**src/rtl/dmem_block_reader_if.sv**
```systemverilog
// Memory-port and word-stream signals shared by the block reader and its peers.
// The master modport is the reader's view; the slave modport is the memory/consumer view.
interface dmem_block_reader_if #(
  parameter int ADDR_W = 11,
  parameter int DATA_W = 16
);
  logic              RdRam;
  logic              WrRam;
  logic [ADDR_W-1:0] Addr;
  logic [DATA_W-1:0] Out_Data;
  logic [DATA_W-1:0] M_Data;
  logic              M_Valid;
  logic              M_Ready;
  logic              M_Last;

  modport master (
    output RdRam, WrRam, Addr, M_Data, M_Valid, M_Last,
    input  Out_Data, M_Ready
  );

  modport slave (
    input  RdRam, WrRam, Addr, M_Data, M_Valid, M_Last,
    output Out_Data, M_Ready
  );
endinterface

```
**src/rtl/dmem_block_reader.sv**
```systemverilog
// Read-only master that walks a contiguous range of the data memory and streams
// each word out over valid/ready with a last-word flag.
module dmem_block_reader #(
  parameter int ADDR_W = 11,
  parameter int DATA_W = 16,
  parameter int RD_LAT = 1
) (
  input  logic              clk,
  input  logic              rst_n,
  input  logic              Start,
  input  logic [ADDR_W-1:0] Base_Addr,
  input  logic [ADDR_W:0]   Length,
  output logic              Busy,
  output logic              Done,
  dmem_block_reader_if.master bus
);

  typedef enum logic [2:0] {
    S_IDLE,
    S_ISSUE,
    S_WAIT,
    S_HOLD,
    S_DONE
  } state_t;

  localparam logic [2:0]    LAT_INIT = (RD_LAT == 0) ? 3'd0 : 3'(RD_LAT - 1);
  localparam logic [ADDR_W:0] REM_ONE = (ADDR_W + 1)'(1);

  state_t              state_q;
  logic [ADDR_W-1:0]   curAddr_q;
  logic [ADDR_W:0]     remaining_q;
  logic [2:0]          latCnt_q;
  logic                rdRam_q;
  logic [DATA_W-1:0]   mData_q;
  logic                mValid_q;
  logic                mLast_q;
  logic                busy_q;
  logic                done_q;

  logic [ADDR_W-1:0]   addrInc_d;
  logic [ADDR_W:0]     remDec_d;
  logic                lastWord;

  // Address wraps naturally at 2^ADDR_W, so a full-size transfer touches every word once.
  assign addrInc_d = curAddr_q + ADDR_W'(1);
  assign remDec_d  = remaining_q - REM_ONE;
  assign lastWord  = (remaining_q == REM_ONE);

  always_ff @(posedge clk or negedge rst_n) begin
    if (!rst_n) begin
      state_q     <= S_IDLE;
      curAddr_q   <= '0;
      remaining_q <= '0;
      latCnt_q    <= '0;
      rdRam_q     <= 1'b0;
      mData_q     <= '0;
      mValid_q    <= 1'b0;
      mLast_q     <= 1'b0;
      busy_q      <= 1'b0;
      done_q      <= 1'b0;
    end else begin
      case (state_q)
        S_IDLE: begin
          if (Start) begin
            busy_q <= 1'b1;
            if (Length != '0) begin
              curAddr_q   <= Base_Addr;
              remaining_q <= Length;
              rdRam_q     <= 1'b1;
              state_q     <= S_ISSUE;
            end else begin
              done_q  <= 1'b1;
              state_q <= S_DONE;
            end
          end
        end
        S_ISSUE: begin
          if (RD_LAT == 0) begin
            mData_q  <= bus.Out_Data;
            rdRam_q  <= 1'b0;
            mValid_q <= 1'b1;
            mLast_q  <= lastWord;
            state_q  <= S_HOLD;
          end else begin
            latCnt_q <= LAT_INIT;
            state_q  <= S_WAIT;
          end
        end
        S_WAIT: begin
          if (latCnt_q == '0) begin
            mData_q  <= bus.Out_Data;
            rdRam_q  <= 1'b0;
            mValid_q <= 1'b1;
            mLast_q  <= lastWord;
            state_q  <= S_HOLD;
          end else begin
            latCnt_q <= latCnt_q - 3'd1;
          end
        end
        // M_Valid is always high here, so M_Ready alone completes the handshake.
        S_HOLD: begin
          if (bus.M_Ready) begin
            mValid_q <= 1'b0;
            mLast_q  <= 1'b0;
            if (lastWord) begin
              done_q  <= 1'b1;
              state_q <= S_DONE;
            end else begin
              curAddr_q   <= addrInc_d;
              remaining_q <= remDec_d;
              rdRam_q     <= 1'b1;
              state_q     <= S_ISSUE;
            end
          end
        end
        S_DONE: begin
          done_q  <= 1'b0;
          busy_q  <= 1'b0;
          state_q <= S_IDLE;
        end
        default: state_q <= S_IDLE;
      endcase
    end
  end

  assign bus.RdRam   = rdRam_q;
  assign bus.WrRam   = 1'b0;
  assign bus.Addr    = curAddr_q;
  assign bus.M_Data  = mData_q;
  assign bus.M_Valid = mValid_q;
  assign bus.M_Last  = mLast_q;
  assign Busy        = busy_q;
  assign Done        = done_q;

endmodule

```
**src/flat_wrapper.sv**
```systemverilog
// flat-port wrapper written by rule: the top's interface ports become plain ports
module dmem_block_reader_flat 
#(
  parameter int ADDR_W = 11,
  parameter int DATA_W = 16,
  parameter int RD_LAT = 1
)
  (clk, rst_n, Start, Base_Addr, Length, Busy, Done, bus_RdRam, bus_WrRam, bus_Addr, bus_M_Data, bus_M_Valid, bus_M_Last, bus_Out_Data, bus_M_Ready);
  dmem_block_reader_if #(.ADDR_W(ADDR_W), .DATA_W(DATA_W)) bus_i ();
  input  logic clk;
  input  logic rst_n;
  input  logic Start;
  input  logic [ADDR_W-1:0] Base_Addr;
  input  logic [ADDR_W:0] Length;
  output logic Busy;
  output logic Done;
  output wire logic [$bits(bus_i.RdRam)-1:0] bus_RdRam;
  output wire logic [$bits(bus_i.WrRam)-1:0] bus_WrRam;
  output wire logic [$bits(bus_i.Addr)-1:0] bus_Addr;
  output wire logic [$bits(bus_i.M_Data)-1:0] bus_M_Data;
  output wire logic [$bits(bus_i.M_Valid)-1:0] bus_M_Valid;
  output wire logic [$bits(bus_i.M_Last)-1:0] bus_M_Last;
  input wire logic [$bits(bus_i.Out_Data)-1:0] bus_Out_Data;
  input wire logic [$bits(bus_i.M_Ready)-1:0] bus_M_Ready;
  assign bus_RdRam = bus_i.RdRam;
  assign bus_WrRam = bus_i.WrRam;
  assign bus_Addr = bus_i.Addr;
  assign bus_M_Data = bus_i.M_Data;
  assign bus_M_Valid = bus_i.M_Valid;
  assign bus_M_Last = bus_i.M_Last;
  assign bus_i.Out_Data = bus_Out_Data;
  assign bus_i.M_Ready = bus_M_Ready;
  dmem_block_reader #(.ADDR_W(ADDR_W), .DATA_W(DATA_W), .RD_LAT(RD_LAT)) u_core (.clk(clk), .rst_n(rst_n), .Start(Start), .Base_Addr(Base_Addr), .Length(Length), .Busy(Busy), .Done(Done), .bus(bus_i));
endmodule
```
**config.mk**
```make
export PLATFORM = sky130hd
export DESIGN_NAME = dmem_block_reader_flat
export DESIGN_NICKNAME = d
export VERILOG_FILES = /design/src/rtl/dmem_block_reader_if.sv /design/src/rtl/dmem_block_reader.sv /design/src/flat_wrapper.sv
export SDC_FILE = /design/constraint.sdc
export NUM_CORES = 1
export LEC_CHECK = 0
export ABC_AREA = 1
export CAP_MARGIN = 20
export CORE_MARGIN = 2
export CORE_UTILIZATION = 40
export CTS_BUF_LIST = sky130_fd_sc_hd__clkbuf_2 sky130_fd_sc_hd__clkbuf_4 sky130_fd_sc_hd__clkbuf_8
export CTS_CLUSTER_SIZE = 16
export DETAILED_ROUTE_END_ITERATION = 6
export GPL_ROUTABILITY_DRIVEN = 0
export PLACE_DENSITY = 0.68
export SETUP_SLACK_MARGIN = 0.5
export SKIP_LAST_GASP = 1
export SLEW_MARGIN = 20
export SYNTH_ARGS = -nofsm -noshare
export SYNTH_HDL_FRONTEND = slang
export SYNTH_SLANG_ARGS = --single-unit
```
**constraint.sdc**
```tcl
create_clock -name clk -period 2.4 [get_ports clk]
set_input_delay 0.24 -clock clk [delete_from_list [all_inputs] [get_ports clk]]
set_output_delay 0.24 -clock clk [all_outputs]
set_load 0.03 [all_outputs]
```
=== After elaboration in Yosys (flattened, before gate mapping) ===
Index checks and enable logic that the tools add are counted.

* Flip-flop bits (word level): 50
* Input bits: 43
* Output and inout port bits: 33
* Word-level logic and storage cells: 79

* $add $sub $neg: 3
* Eq/ne operators: 13
* Mux-type cells: 36
* Reductions and logical operators: 17

{| class="wikitable"
|+ Operators by type and width
! cell !! number
|-
| $mux 12 || 4
|-
| $mux 11 || 4
|-
| $pmux 12 s2 || 1
|-
| $pmux 11 s2 || 1
|-
| $mux 3 || 6
|-
| $mux 1 || 13
|-
| $eq 12x1->1 const B || 1
|-
| $pmux 3 s4 || 1
|-
| $reduce_bool 12->1 || 1
|-
| $sub 12x1->12 const B || 1
|-
| $add 11x1->11 const B || 1
|-
| $ne 2x2->1 const B || 5
|-
| $reduce_and 5->1 || 2
|-
| $reduce_bool 2->1 || 4
|-
| $eq 3x2->1 const B || 2
|-
| $logic_not 3->1 || 2
|-
| $ne 2x1->1 const B || 3
|-
| $pmux 1 s2 || 3
|-
| $pmux 1 s3 || 2
|-
| $pmux 3 s2 || 1
|-
| $reduce_and 2->1 || 3
|-
| $reduce_and 3->1 || 2
|-
| $reduce_and 6->1 || 1
|-
| $reduce_bool 3->1 || 2
|-
| 3 further kinds || 3
|}

=== Logic depth before layout (Yosys ltp) ===
* Word-level depth: 4
* Gate-level depth with buffers: 12
* Mapped depth without buffers: 11

=== Worst setup path before layout ===
Ideal clock, no wire load.

* Path kind: flip-flop to flip-flop
* Start: register u_core.curAddr_q[0] (netlist: u_core.bus.Addr[0])
* End: register u_core.curAddr_q[8] (netlist: u_core.bus.Addr[8])
* Library setup time: 0.117 ns
* Arrival: 1.440 ns
* Data required time: 2.283 ns
* Setup slack: 0.843 ns
* Cell stages (with the launch flop): 9
* Buffers on the path: 0
* Clock period less this slack: 1.557 ns
* Path through: dfrtp_1 > ha_1 > nand3_1 > nor2_1 > nand3_1 > nand3_1 > nand2_1 > nand2_1 > nand2_1

* Cells in the longest elaborated chain, start to end: 4

{| class="wikitable"
|+ Ends and longest elaborated chain
! item !! line !! source
|-
| start: declaration || dmem_block_reader.sv:30 || <nowiki>logic [ADDR_W-1:0] curAddr_q;</nowiki>
|-
| start signal: assignment || dmem_block_reader.sv:67 || <nowiki>curAddr_q <= Base_Addr;</nowiki>
|-
| start signal: assignment || dmem_block_reader.sv:109 || <nowiki>curAddr_q <= addrInc_d;</nowiki>
|-
| $add 11x1->11 || dmem_block_reader.sv:45 || <nowiki>assign addrInc_d = curAddr_q + ADDR_W'(1);</nowiki>
|-
| $mux 11 || dmem_block_reader.sv:105 || <nowiki>if (lastWord) begin</nowiki>
|-
| $mux 11 || dmem_block_reader.sv:102 || <nowiki>if (bus.M_Ready) begin</nowiki>
|-
| $pmux 11 s2 || dmem_block_reader.sv:62 || <nowiki>case (state_q)</nowiki>
|}

Every way passes these cells. The select of a mux whose other input is x is not followed.
A chain may end at the register's enable or synchronous reset.

=== Final worst setup path ===
* Start: register u_core.state_q[2]
* End: register u_core.mLast_q (netlist: u_core.bus.M_Last)

* Cells in the longest elaborated chain, start to end: 3
* Elaborated cells on any way between the ends: 7
* Classes of those cells: eq/ne: 4; mux: 1; reduce/logical: 2

{| class="wikitable"
|+ Ends and longest elaborated chain
! item !! line !! source
|-
| start: declaration || dmem_block_reader.sv:29 || <nowiki>state_t state_q;</nowiki>
|-
| start signal: assignment || dmem_block_reader.sv:51 || <nowiki>state_q <= S_IDLE;</nowiki>
|-
| start signal: assignment || dmem_block_reader.sv:70 || <nowiki>state_q <= S_ISSUE;</nowiki>
|-
| start signal: assignment || dmem_block_reader.sv:73 || <nowiki>state_q <= S_DONE;</nowiki>
|-
| $eq 3x2->1 || dmem_block_reader.sv:62 ||
|-
| $ne 2x1->1 (no source line) (tied with other cells) || - ||
|-
| $reduce_and 3->1 (no source line) || - ||
|-
| end signal: assignment || dmem_block_reader.sv:82 || <nowiki>mLast_q <= lastWord;</nowiki>
|-
| end signal: assignment || dmem_block_reader.sv:94 || <nowiki>mLast_q <= lastWord;</nowiki>
|-
| end: declaration || dmem_block_reader.sv:36 || <nowiki>logic mLast_q;</nowiki>
|}

Several ways; a longest one is shown, not always the timed one.

==> flow_results.xml <==
<?xml version="1.0" encoding="UTF-8"?>
<metrics>
  <group name="timing">
    <metric name="tightestPinTransition" unit="ps">637</metric>
    <metric name="final-setup-viol-count" unit="">0</metric>
    <metric name="slew_violations" unit="">0</metric>
    <metric name="slew_headroom" unit="%">57.5</metric>
    <metric name="unrepaired_setup_endpoints_after_global_routing" unit="">true</metric>
    <metric name="period_needed" unit="ps">1760</metric>
    <metric name="min_period_over_period" unit="%">73.5</metric>
    <metric name="totalNegativeSetupSlack" unit="ps">0</metric>
    <metric name="final-hold-violation-count" unit="">0</metric>
    <metric name="fmaxAchievable" unit="GHz">0.567</metric>
    <metric name="fin_worst_skew" unit="ps">4.83</metric>
  </group>
  <group name="critical_path">
    <metric name="setup.worst_path.class" unit="">reg2reg</metric>
    <metric name="critical_path.cell_chain" unit="">nor2_1 &gt; nand2_1 &gt; nor2_4 &gt; inv_2 &gt; o22ai_1</metric>
    <metric name="worstSetupStartpointType" unit="">flip-flop</metric>
    <metric name="cpPeakStageDelay" unit="ps">560</metric>
    <metric name="cp_max_fo" unit="">19</metric>
    <metric name="worstPathRequired" unit="ps">2640</metric>
    <metric name="endpoint_kind" unit="">flip-flop</metric>
    <metric name="crit_path_slowest_cell" unit="">sky130_fd_sc_hd__dfrtp_1</metric>
    <metric name="critical_path_arrival" unit="ps">2000</metric>
  </group>
  <group name="finish">
    <metric name="postLayoutCellArea" unit="um^2">3790</metric>
    <metric name="filler_free_cell_count_of_the_finished_design" unit="">584</metric>
    <metric name="antenna_cells" unit="">0</metric>
    <metric name="areaGrowthSynthToFinish" unit="%">30.7</metric>
    <metric name="drive_above_1_share" unit="%">6.60</metric>
    <metric name="finalNetCount" unit="">533</metric>
  </group>
  <group name="place">
    <metric name="dp_hpwl" unit="um">4980</metric>
    <metric name="dpl.cell_count" unit="">576</metric>
    <metric name="port_buffers" unit="">74</metric>
    <metric name="postPlaceCellArea" unit="um^2">3690</metric>
  </group>
  <group name="min_path">
    <metric name="hold_class" unit="">in2async</metric>
  </group>
  <group name="clock_tree">
    <metric name="post_cts_buffers" unit="">0</metric>
    <metric name="clk-insertion-delay-late" unit="ps">310</metric>
    <metric name="clk_pin_slew_worst_paths" unit="ps">90</metric>
    <metric name="clock_tree.htree_level_count" unit="">2</metric>
    <metric name="cts.sink_count" unit="">50</metric>
    <metric name="tritoncts.num_buffers" unit="">5</metric>
    <metric name="cts.repair.resized" unit="">0</metric>
    <metric name="clock_path_buffers" unit="">2</metric>
    <metric name="cts_root_buffer" unit="">sky130_fd_sc_hd__clkbuf_8</metric>
    <metric name="cts.hold.buffers_added" unit="">0</metric>
    <metric name="clock_tree_from_tritoncts" unit="">yes</metric>
  </group>
  <group name="synthesis">
    <metric name="post_synth.cell_area_avg" unit="um^2">7.03</metric>
    <metric name="post_synth_most_frequent_cells" unit="">sky130_fd_sc_hd__nand2_1 (193), sky130_fd_sc_hd__dfrtp_1 (50), sky130_fd_sc_hd__nor2_1 (34)</metric>
    <metric name="postSynthCellCount" unit="">412</metric>
    <metric name="yosys.cell_types.count" unit="">31</metric>
    <metric name="synth.yosys.seq_area_share" unit="%">43.2</metric>
    <metric name="ys_top_cells_by_area" unit="">sky130_fd_sc_hd__dfrtp_1 (43%), sky130_fd_sc_hd__nand2_1 (25%), sky130_fd_sc_hd__nor2_1 (4.4%), sky130_fd_sc_hd__nand3_1 (4.1%), sky130_fd_sc_hd__inv_1 (4.0%)</metric>
    <metric name="synth_ff_type" unit="">sky130_fd_sc_hd__dfrtp_1</metric>
    <metric name="synth_edf_count" unit="">0</metric>
    <metric name="synth_area" unit="um^2">2900</metric>
    <metric name="post_synthesis_sequential_element_count" unit="">50</metric>
    <metric name="post-synth-top-area-cell" unit="">sky130_fd_sc_hd__dfrtp_1</metric>
    <metric name="synth_most_common_cell" unit="">sky130_fd_sc_hd__nand2_1</metric>
    <metric name="net_count_synth" unit="">460</metric>
    <metric name="yosys_warnings" unit="">0</metric>
    <metric name="synth.top_cell.area_share" unit="%">43.2</metric>
    <metric name="asyncSetResetFlopFracSynth" unit="%">100</metric>
  </group>
  <group name="power">
    <metric name="power_density" unit="nW/um^2">1360</metric>
    <metric name="static-leakage-power" unit="nW">1.89</metric>
    <metric name="peakVddDrop" unit="mV">0.575</metric>
    <metric name="post-layout-total-power" unit="mW">5.15</metric>
  </group>
  <group name="global_route">
    <metric name="grt_use_total" unit="%">18.7</metric>
    <metric name="grt_max_degree" unit="">51</metric>
    <metric name="first_global_vias" unit="">2634</metric>
    <metric name="grt_pass1_wl" unit="um">11700</metric>
    <metric name="antenna_violations_before_repair" unit="">0</metric>
    <metric name="global_route.overflow_total" unit="">0</metric>
  </group>
  <group name="detailed_routing">
    <metric name="final_antenna_net_count" unit="">0</metric>
    <metric name="drc" unit="">0</metric>
    <metric name="wl_per_cell" unit="um">12.3</metric>
    <metric name="wl_met2" unit="um">3380</metric>
    <metric name="route.detailed.vias_per_inst" unit="">4.74</metric>
    <metric name="route.final.wire_length" unit="um">7200</metric>
    <metric name="drt-met1-wl" unit="um">3250</metric>
    <metric name="met3_wl_post_dr" unit="um">468</metric>
    <metric name="dr.pass1.iters" unit="">4</metric>
    <metric name="dr.first_iter.drc_count" unit="">211</metric>
    <metric name="num_vias" unit="">2771</metric>
    <metric name="top_layer_used" unit="">met4</metric>
  </group>
  <group name="die">
    <metric name="placementRows" unit="">31</metric>
    <metric name="floorplan.die_area" unit="um^2">7940</metric>
    <metric name="fp.coreArea" unit="um^2">7140</metric>
    <metric name="design.portCount" unit="">76</metric>
    <metric name="chipHeight" unit="um">89.1</metric>
    <metric name="die-width" unit="um">89.1</metric>
    <metric name="start_util" unit="%">40.6</metric>
  </group>
  <group name="outcome">
    <metric name="outcome" unit="">finished clean</metric>
  </group>
  <group name="job">
    <metric name="drv_cap" unit="">0</metric>
  </group>
</metrics>
## cells in the final DEF (no fill, tap or decap), types with 2 or more instances in the layout
cell type and n:
sky130_fd_sc_hd__nand2_2 6, sky130_fd_sc_hd__inv_2 4, sky130_fd_sc_hd__or2_1 2, sky130_fd_sc_hd__nand4_1 5, sky130_fd_sc_hd__a21oi_1 4, sky130_fd_sc_hd__nand3_1 24
sky130_fd_sc_hd__dfrtp_1 50, sky130_fd_sc_hd__clkdlybuf4s50_1 73, sky130_fd_sc_hd__nor2_1 34, sky130_fd_sc_hd__o21ai_0 19, sky130_fd_sc_hd__xnor2_1 2, sky130_fd_sc_hd__ha_1 5
sky130_fd_sc_hd__clkbuf_8 5, sky130_fd_sc_hd__inv_6 2, sky130_fd_sc_hd__nor2_4 3, sky130_fd_sc_hd__nand2_1 193, sky130_fd_sc_hd__nor2_2 3, sky130_fd_sc_hd__inv_1 31
sky130_fd_sc_hd__a31oi_1 2, sky130_fd_sc_hd__mux2i_1 2, sky130_fd_sc_hd__o22ai_1 2, sky130_fd_sc_hd__o21ai_1 3
## cells by family (layout without fill, tap and decap cells)
family / Yosys count / count (layout) / share of synthesized area (%)
fa+ha+maj: 5 / 5 / 2.16
mux: 2 / 2 / 0.691
xor+xnor: 2 / 2 / 0.605
buf+inv: 47 / 119 / 7.47
flops: 50 / 50 / 43.2
compound gates: 31 / 31 / 5.66
other cells: 1 / 1 / 0.129
simple gates: 274 / 275 / 40.1
## path summary, 6_finish.rpt
| kind | startpoint | end | slack, ps | cells past startpoint |
|---|---|---|---|---|
| worst max-delay path | u_core.state_q[2] | u_core.bus.M_Last | 640 | 5 |
| worst min-delay path | rst_n | u_core.remaining_q[1] | 20 | 2 |
| worst max register to register | u_core.state_q[2] | u_core.bus.M_Last | 640 | 5 |
| worst min register to register | u_core.remaining_q[10] | u_core.remaining_q[10] | 480 | 2 |
| max in group asynchronous | rst_n | u_core.bus.M_Data[15] | 1950 | 2 |
| min in group clk | bus_Out_Data[9] | u_core.bus.M_Data[9] | 460 | 3 |
## power breakdown
part / leakage [nW] / internal (mW) / switching (mW)
logic: 1.22 / 1.11 / 1.97
clock network: 0.0444 / 0.202 / 0.294
registers: 0.620 / 1.23 / 0.346
total: 1.89 / 2.54 / 2.61
## cell type report
type	instances	area, um^2
Clock buffer	5	68.8
Tap cell	99	124
Inverter	37	146
Clock inverter	2	13.8
Sequential cell	50	1250
Timing Repair Buffer	75	743
Multi-Input combinational cell	316	1440
Fill cell	721	3350
## per-stage QoR
step / hold slack (ps) / util, % / setup WS, ps
final: 19.6 / 53.1 / 635
after global routing: 89.8 / 53.1 / 462
after CTS: 54.8 / 52.9 / 623
after detailed placement: 390 / 51.8 / 536
after global placement: 392 / 51.8 / 571
after floorplan: -55.6 / - / 843
## flip-flops by register name, indices dropped and copies added (netlist names)
signal	cells
u_core.bus.RdRam	1
u_core.bus.M_Last	1
u_core.remaining_q	12
u_core.Busy	1
u_core.bus.M_Data	16
u_core.Done	1
u_core.latCnt_q	3
u_core.bus.M_Valid	1
u_core.bus.Addr	11
u_core.state_q	3
## worst max-delay path: cells and delay by family, from the launching register on
kind	cells	cell delay, ps
buffers and inverters	1	240
flip-flops	1	560
AO/OA/AOI/OAI	1	210
AND/OR/NAND/NOR	3	680
## routing by layer
metal	GRT usage, %	up-vias
met1	24.0	1255
li1	-	1423
met4	6.11	0
met3	3.79	10
met5	0	-
met2	31.6	83
Power figures use the tool's default switching activity.
